--- config.mk ---
export PLATFORM = sky130hd
export DESIGN_NAME = cpu_mem_bridge_flat
export DESIGN_NICKNAME = d
export VERILOG_FILES = /design/src/rtl/cpu_mem_bridge_if.sv /design/src/rtl/cpu_mem_bridge.sv /design/src/flat_wrapper.sv
export SDC_FILE = /design/constraint.sdc
export NUM_CORES = 1
export LEC_CHECK = 0
export ABC_AREA = 1
export CORE_MARGIN = 4
export CORE_UTILIZATION = 38
export CTS_CLUSTER_DIAMETER = 50
export CTS_CLUSTER_SIZE = 40
export DETAILED_ROUTE_END_ITERATION = 12
export MAX_ROUTING_LAYER = met4
export PLACE_DENSITY = 0.87
export SLEW_MARGIN = 10
export SYNTH_ARGS = -nofsm -noshare
export SYNTH_HDL_FRONTEND = slang
export SYNTH_SLANG_ARGS = --single-unit
--- constraint.sdc ---
create_clock -name clk -period 1.55 [get_ports clk]
set_input_delay 0.31 -clock clk [delete_from_list [all_inputs] [get_ports clk]]
set_output_delay 0.31 -clock clk [all_outputs]
set_load 0.05 [all_outputs]
--- src/rtl/cpu_mem_bridge_if.sv ---
// Split-handshake memory bus (req / addr_ok / data_ok) between the bridge and the memory side.
// Handshake: an address phase completes on a cycle with bus_req=1 and bus_addr_ok=1; the data
// phase completes on the first cycle with bus_data_ok=1 at or after that; bus_rdata is valid with bus_data_ok.
interface cpu_mem_bridge_if #(
  parameter int ADDR_W = 32,
  parameter int DATA_W = 32
);
  localparam int BE_W = DATA_W / 8;

  logic              bus_req;
  logic              bus_wr;
  logic [BE_W-1:0]   bus_wstrb;
  logic [ADDR_W-1:0] bus_addr;
  logic [DATA_W-1:0] bus_wdata;
  logic              bus_addr_ok;
  logic              bus_data_ok;
  logic [DATA_W-1:0] bus_rdata;

  modport master (
    output bus_req, bus_wr, bus_wstrb, bus_addr, bus_wdata,
    input  bus_addr_ok, bus_data_ok, bus_rdata
  );

  modport slave (
    input  bus_req, bus_wr, bus_wstrb, bus_addr, bus_wdata,
    output bus_addr_ok, bus_data_ok, bus_rdata
  );
endinterface

--- src/rtl/cpu_mem_bridge.sv ---
// Bridge from the core's SRAM-style data port to the split-handshake bus, with kseg0/kseg1 translation.
// Optional watchdog enabled by defining CPU_MEM_BRIDGE_TIMEOUT_EN.
module cpu_mem_bridge #(
  parameter int       ADDR_W      = 32,
  parameter int       DATA_W      = 32,
  parameter logic [2:0] XLATE_MASK = 3'b111,
  parameter int       TIMEOUT_CYC = 1023,
  localparam int      BE_W        = DATA_W / 8
) (
  input  logic              clk,
  input  logic              rst,
  input  logic              cpu_req,
  input  logic              cpu_wr,
  input  logic [BE_W-1:0]   cpu_wen,
  input  logic [ADDR_W-1:0] cpu_addr,
  input  logic [DATA_W-1:0] cpu_wdata,
  output logic [DATA_W-1:0] cpu_rdata,
  output logic              cpu_stall,
  cpu_mem_bridge_if.master  bus,
  output logic              bus_err,
  output logic [1:0]        state_dbg
);

  typedef enum logic [1:0] {
    IDLE = 2'd0,
    ADDR = 2'd1,
    DATA = 2'd2,
    DONE = 2'd3
  } state_t;

  state_t            state, state_d;
  logic              wr_q;
  logic [BE_W-1:0]   wstrb_q;
  logic [ADDR_W-1:0] addr_q;
  logic [DATA_W-1:0] wdata_q;
  logic [DATA_W-1:0] rdata_q;
  logic              complete;
  logic              timeout_hit;
  logic              to_fire;
  logic              bus_req_d;

  function automatic logic [ADDR_W-1:0] xlate(input logic [ADDR_W-1:0] a);
    logic [ADDR_W-1:0] r;
    r = a;
    if (a[ADDR_W-1 -: 3] == 3'b100 || a[ADDR_W-1 -: 3] == 3'b101)
      r[ADDR_W-1 -: 3] = a[ADDR_W-1 -: 3] & ~XLATE_MASK;
    return r;
  endfunction

  // Completion needs both phases; a data_ok seen in ADDR without addr_ok is ignored.
  assign complete = (state == ADDR && bus.bus_addr_ok && bus.bus_data_ok) ||
                    (state == DATA && bus.bus_data_ok);
  assign to_fire  = timeout_hit && !complete;

  always_comb begin
    state_d   = state;
    cpu_stall = 1'b0;
    bus_req_d = 1'b0;
    case (state)
      IDLE: begin
        cpu_stall = cpu_req;
        if (cpu_req) state_d = ADDR;
      end
      ADDR: begin
        cpu_stall = 1'b1;
        bus_req_d = 1'b1;
        if (complete || timeout_hit) state_d = DONE;
        else if (bus.bus_addr_ok)    state_d = DATA;
      end
      DATA: begin
        cpu_stall = 1'b1;
        if (complete || timeout_hit) state_d = DONE;
      end
      DONE: state_d = IDLE;
      default: state_d = IDLE;
    endcase
  end

  always_ff @(posedge clk) begin
    if (rst) begin
      state   <= IDLE;
      wr_q    <= 1'b0;
      wstrb_q <= '0;
      addr_q  <= '0;
      wdata_q <= '0;
      rdata_q <= '0;
    end else begin
      state <= state_d;
      if (state == IDLE && cpu_req) begin
        wr_q    <= cpu_wr;
        wstrb_q <= cpu_wr ? cpu_wen : {BE_W{1'b1}};
        addr_q  <= xlate(cpu_addr);
        wdata_q <= cpu_wdata;
      end
      if (complete && !wr_q)      rdata_q <= bus.bus_rdata;
      else if (to_fire && !wr_q)  rdata_q <= '1;
    end
  end

`ifdef CPU_MEM_BRIDGE_TIMEOUT_EN
  localparam int CNT_W = $clog2(TIMEOUT_CYC);
  localparam logic [CNT_W-1:0] TO_LAST = CNT_W'(TIMEOUT_CYC - 2);

  logic [CNT_W-1:0] to_cnt;
  logic             err_q;

  // Counter sits at 0 in IDLE, so it is clear on the first ADDR cycle; firing at TO_LAST
  // means it would reach TIMEOUT_CYC-1 on the edge that moves to DONE.
  assign timeout_hit = (state == ADDR || state == DATA) && (to_cnt == TO_LAST);

  always_ff @(posedge clk) begin
    if (rst) begin
      to_cnt <= '0;
      err_q  <= 1'b0;
    end else begin
      err_q <= to_fire;
      if (state == ADDR || state == DATA) to_cnt <= to_cnt + CNT_W'(1);
      else                                to_cnt <= '0;
    end
  end

  assign bus_err = err_q;
`else
  assign timeout_hit = 1'b0;
  assign bus_err     = 1'b0;
`endif

  assign bus.bus_req   = bus_req_d;
  assign bus.bus_wr    = wr_q;
  assign bus.bus_wstrb = wstrb_q;
  assign bus.bus_addr  = addr_q;
  assign bus.bus_wdata = wdata_q;
  assign cpu_rdata     = rdata_q;
  assign state_dbg     = state;

endmodule

--- src/flat_wrapper.sv ---
// flat-port wrapper written by rule: the top's interface ports become plain ports
module cpu_mem_bridge_flat 
#(
  parameter int       ADDR_W      = 32,
  parameter int       DATA_W      = 32,
  parameter logic [2:0] XLATE_MASK = 3'b111,
  parameter int       TIMEOUT_CYC = 1023,
  localparam int      BE_W        = DATA_W / 8
)
  (clk, rst, cpu_req, cpu_wr, cpu_wen, cpu_addr, cpu_wdata, cpu_rdata, cpu_stall, bus_err, state_dbg, bus_bus_req, bus_bus_wr, bus_bus_wstrb, bus_bus_addr, bus_bus_wdata, bus_bus_addr_ok, bus_bus_data_ok, bus_bus_rdata);
  cpu_mem_bridge_if #(.ADDR_W(ADDR_W), .DATA_W(DATA_W)) bus_i ();
  input  logic clk;
  input  logic rst;
  input  logic cpu_req;
  input  logic cpu_wr;
  input  logic [BE_W-1:0] cpu_wen;
  input  logic [ADDR_W-1:0] cpu_addr;
  input  logic [DATA_W-1:0] cpu_wdata;
  output logic [DATA_W-1:0] cpu_rdata;
  output logic cpu_stall;
  output logic bus_err;
  output logic [1:0] state_dbg;
  output wire logic [$bits(bus_i.bus_req)-1:0] bus_bus_req;
  output wire logic [$bits(bus_i.bus_wr)-1:0] bus_bus_wr;
  output wire logic [$bits(bus_i.bus_wstrb)-1:0] bus_bus_wstrb;
  output wire logic [$bits(bus_i.bus_addr)-1:0] bus_bus_addr;
  output wire logic [$bits(bus_i.bus_wdata)-1:0] bus_bus_wdata;
  input wire logic [$bits(bus_i.bus_addr_ok)-1:0] bus_bus_addr_ok;
  input wire logic [$bits(bus_i.bus_data_ok)-1:0] bus_bus_data_ok;
  input wire logic [$bits(bus_i.bus_rdata)-1:0] bus_bus_rdata;
  assign bus_bus_req = bus_i.bus_req;
  assign bus_bus_wr = bus_i.bus_wr;
  assign bus_bus_wstrb = bus_i.bus_wstrb;
  assign bus_bus_addr = bus_i.bus_addr;
  assign bus_bus_wdata = bus_i.bus_wdata;
  assign bus_i.bus_addr_ok = bus_bus_addr_ok;
  assign bus_i.bus_data_ok = bus_bus_data_ok;
  assign bus_i.bus_rdata = bus_bus_rdata;
  cpu_mem_bridge #(.ADDR_W(ADDR_W), .DATA_W(DATA_W), .XLATE_MASK(XLATE_MASK), .TIMEOUT_CYC(TIMEOUT_CYC)) u_core (.clk(clk), .rst(rst), .cpu_req(cpu_req), .cpu_wr(cpu_wr), .cpu_wen(cpu_wen), .cpu_addr(cpu_addr), .cpu_wdata(cpu_wdata), .cpu_rdata(cpu_rdata), .cpu_stall(cpu_stall), .bus(bus_i), .bus_err(bus_err), .state_dbg(state_dbg));
endmodule
==> results.txt <==
The XOR/XNOR share of the synthesized area was 0; the number of distinct standard cells referenced by the synthesized netlist was 22. The top cell types in the final layout, fill and taps aside, are nor2_1 (126), buf_4 (106), clkdlybuf4s50_1 (105), dfxtp_1 (101), o21ai_0 (64). The run gives -105 ps as the slack of the critical path. The final route contains 3977 vias. For this design the ratio of total power to cell area is 1990 mW/mm^2.

The launching point of the worst reg2reg path is u_core.state_dbg[1]$_SDFFE_PP0P_. In this run the count of I/O pins placed on the die edge is 212. For the number of nets in the synthesized netlist, the log shows 581.

The worst register-to-register path has a depth of 10. For this design the total switching power over the nets is 6.08 mW. Clock slew seen by the registers of the worst setup and hold paths: 100 ps. During synthesis, Yosys emitted a total of 0 warnings. The region available for standard cell placement spans 0.00977 sq mm. Data arrives at the worst endpoint at 1900 ps. The run gives 0.184 as the total track usage.

The run finished, with violations left. The starting utilization of the core area was 0.391; the share of synthesized cell area in full adder, half adder and majority cells was 0.0164. The net switching share of the total power came out at 0.456. The floorplan step defined a die boundary enclosing 0.0117 sq mm.

Setup repair after global routing could not meet its margin everywhere. Setup slack on the worst reg-to-reg path comes out at -100 ps. The portion of total power attributed to sequential cells was 0.290; the number of cells on the worst hold path was 2. TritonCTS built the clock tree.

The routed via count divided by cell count was 4.77; the number of sinks on the clock net was 103. Count of port buffers added during placement: 210. The final clock period utilization by the worst path was 1.07.

The path category of the worst min-delay check was flop to flop. The half-perimeter wire length after detailed placement was 8380 um; the leakage power of the design was 2.85 nW. The tools report the maximum frequency from static timing analysis as 604 MHz. In this run, placement finished with an instance count of 803. The number of hold violations in the final report is 0, and the number of DRC violations after detailed routing is 0. For hold timing, the worst endpoint is u_core.cpu_rdata[6]$_SDFFE_PP0P_. The repair_antennas step left the layout with diodes totalling 0.

The tools report the cell count after synthesis as 470. After synthesis, the largest family of logic cells by area is compound AO/OA/AOI/OAI gates. The die is 108 um tall. The logs give 165 for the violation count after the first detailed-routing iteration and 0.576 for the part of the total power dissipated in combinational logic. The net count of the finished layout is 806. After floorplanning, the core was divided into 36 placement rows. STA classifies the critical path startpoint as a flop. CTS built an H-tree with a depth of 3. The internal power contribution is 7.24 mW. The logs give 3642 for the number of global-route vias before repair and 833 for the non-filler instance count after layout. For the reported max-cap violation count, the log shows 0. Setup violations remaining at the end of the flow were counted as 16.

Hold repair after CTS inserted 0 buffers. The worst flop-to-flop path endpoint is u_core.cpu_rdata[22]$_SDFFE_PP0P_. Synthesized area divided by synthesized cell count: 8.12 sq um. Counting I/O delays and the setup requirement, the final critical path takes 1650 ps. The root cell of the clock tree was clkbuf_8.

From left edge to right edge, the die measures 108 um. The longest clock path from root to sink contains 2 buffers. Most frequent standard cell in the layout excluding fill and tap cells: nor2_1.

VDD sags by at most 1.11 mV. The total overflow left after global routing is 0. For this run, the detailed router's first-pass iteration total came to 4. The tools report the proportion of synthesized chip area in sequential cells as 0.540.

The critical path is of the flop to flop type. The number of clock buffers inserted by TritonCTS is 9, and the proportion of power drawn by the clock network is 0.134. The simple logic cell fraction of the synthesized area is 0.151, and the largest net degree at the start of global routing is 54. The routed design has 12000 um of wire. The combined area of all synthesized cells was 0.00382 sq mm; the total of flip-flops plus latches after synthesis was 103. Clock skew on the completed layout was measured at 12.5 ps. STA classifies the critical path endpoint as a flop.

The logs give 0 for the initial antenna violation count and -852 ps for the total negative setup slack. Mux contribution to synthesized area: 0. The required arrival time at the worst endpoint came out at 1790 ps.

Once detail routing completed, the nets flagged for antenna violations numbered 0. Summing internal, switching and leakage power gives 13.3 mW. Of all nets on the critical path, the largest fanout is 6. The worst hold path begins at u_core.cpu_rdata[6]$_SDFFE_PP0P_.

The checks that failed: negative setup slack. The post-synthesis compound-gate area fraction works out to 0.195. The first global-routing pass estimated 16700 um of wire.

The clock latency reported for the late side of the worst-skew pair was 360 ps; the signed area change from the synthesized netlist to the final layout was 75.2%. The wire length per cell came out at 14.4 um. The number of slew-limit violations in the final report was 0. Fraction of layout cells with a size suffix above 1: 0.286. The last weighted congestion value of the routability-driven placer came out at 0.811.
-- Yosys cell counts --
cell,count,area [sq um]
inv_1,43,161
o21ai_0,67,335
inv_2,1,3.75
nand3b_4,1,20.0
conb_1,1,3.75
nor2_1,126,473
buf_4,5,37.5
ha_1,5,62.6
dfxtp_1,103,2060
nand2_1,11,41.3
buf_2,5,25.0
clkinv_2,1,5.00
clkbuf_2,3,15.0
buf_6,7,78.8
o21ai_2,6,52.6
o21ai_1,22,110
nand2_2,2,12.5
o211ai_1,1,7.51
o221a_2,4,45.0
clkbuf_1,11,41.3
nand3_1,6,30.0
a21oi_1,39,195
-- cells by family after synthesis --
family | count (synthesis)
compound gates | 139
fa+ha+maj | 5
buf+inv | 76
flops | 103
other cells | 1
simple gates | 146
-- stage by stage --
stage	util	area [sq um]	setup slack (ps)	hold WS, ps
2_1_floorplan	-	3870	-63.7	369
3_3_place_gp	0.629	6140	-80.6	431
3_5_place_dp	0.629	6140	-123	433
4_1_cts	0.654	6400	-138	448
5_1_grt	0.684	6690	-156	465
6_report	0.684	6690	-105	451
-- sequential cells by signal, indices dropped and copies added, names as in the netlist --
| signal | count |
|---|---|
| u_core.bus.bus_wstrb | 4 |
| u_core.cpu_rdata | 32 |
| u_core.bus.bus_wr | 1 |
| u_core.bus.bus_addr | 32 |
| u_core.state_dbg | 2 |
| u_core.bus.bus_wdata | 32 |
-- worst max path at each step --
| stage | from | to | slack (ps) | depth (start not counted) |
|---|---|---|---|---|
| after global placement | bus_bus_addr_ok | u_core.cpu_rdata[8]$_SDFFE_PP0P_ | -80 | 7 |
| after detailed placement | bus_bus_addr_ok | u_core.cpu_rdata[8]$_SDFFE_PP0P_ | -120 | 7 |
| after CTS | u_core.state_dbg[1]$_SDFFE_PP0P_ | cpu_stall | -140 | 5 |
| after floorplan | u_core.state_dbg[0]$_SDFFE_PP0P_ | cpu_stall | -60 | 6 |
| after global routing | u_core.state_dbg[0]$_SDFFE_PP0P_ | cpu_stall | -160 | 5 |
| final | u_core.state_dbg[1]$_SDFFE_PP0P_ | u_core.cpu_rdata[22]$_SDFFE_PP0P_ | -100 | 10 |
-- worst max-delay path, cell delays in order, from the launching register on --
cell and delay, ps:
dfxtp_4 360, inv_4 60, buf_4 120, ha_4 150, nand2_1 60, nand2_2 90, nand3b_4 140, buf_6 180
clkbuf_16 150, o21ai_1 170, a21oi_2 50
-- per-layer routing --
layer / wire [um] / up-vias / track usage
met5: 0 / - / -
met4: 212 / 0 / 0.0559
met3: 958 / 22 / 0.0537
met2: 6150 / 166 / 0.320
met1: 4710 / 1840 / 0.204
li1: - / 1949 / -
-- power groups by stage --
stage / Clock, mW / Combinational (mW) / Sequential [mW]
final: 1.79 / 7.66 / 3.86
after global routing: 1.93 / 8.10 / 3.95
after CTS: 1.83 / 7.16 / 3.86
after detailed placement: 0 / 7.02 / 3.94
after global placement: 0 / 6.88 / 3.89
after floorplan: 0 / 2.09 / 6.28
-- area by class of cell --
class / count / area, sq um
clock buffers: 12 / 166
clock inverters: 4 / 51.3
fillers: 697 / 3090
inverters: 45 / 178
multi-input cells: 291 / 1550
flip-flops and latches: 103 / 2070
well taps: 133 / 166
repair buffers: 245 / 2510
-- repair_timing --
action	in CTS	in global routing
endpoints found under the setup margin	2	28
cloned	0	5
pin swaps	1	2
setup buffers	5	5
gates resized for setup	3	36
(Power assumes the default switching activity.)
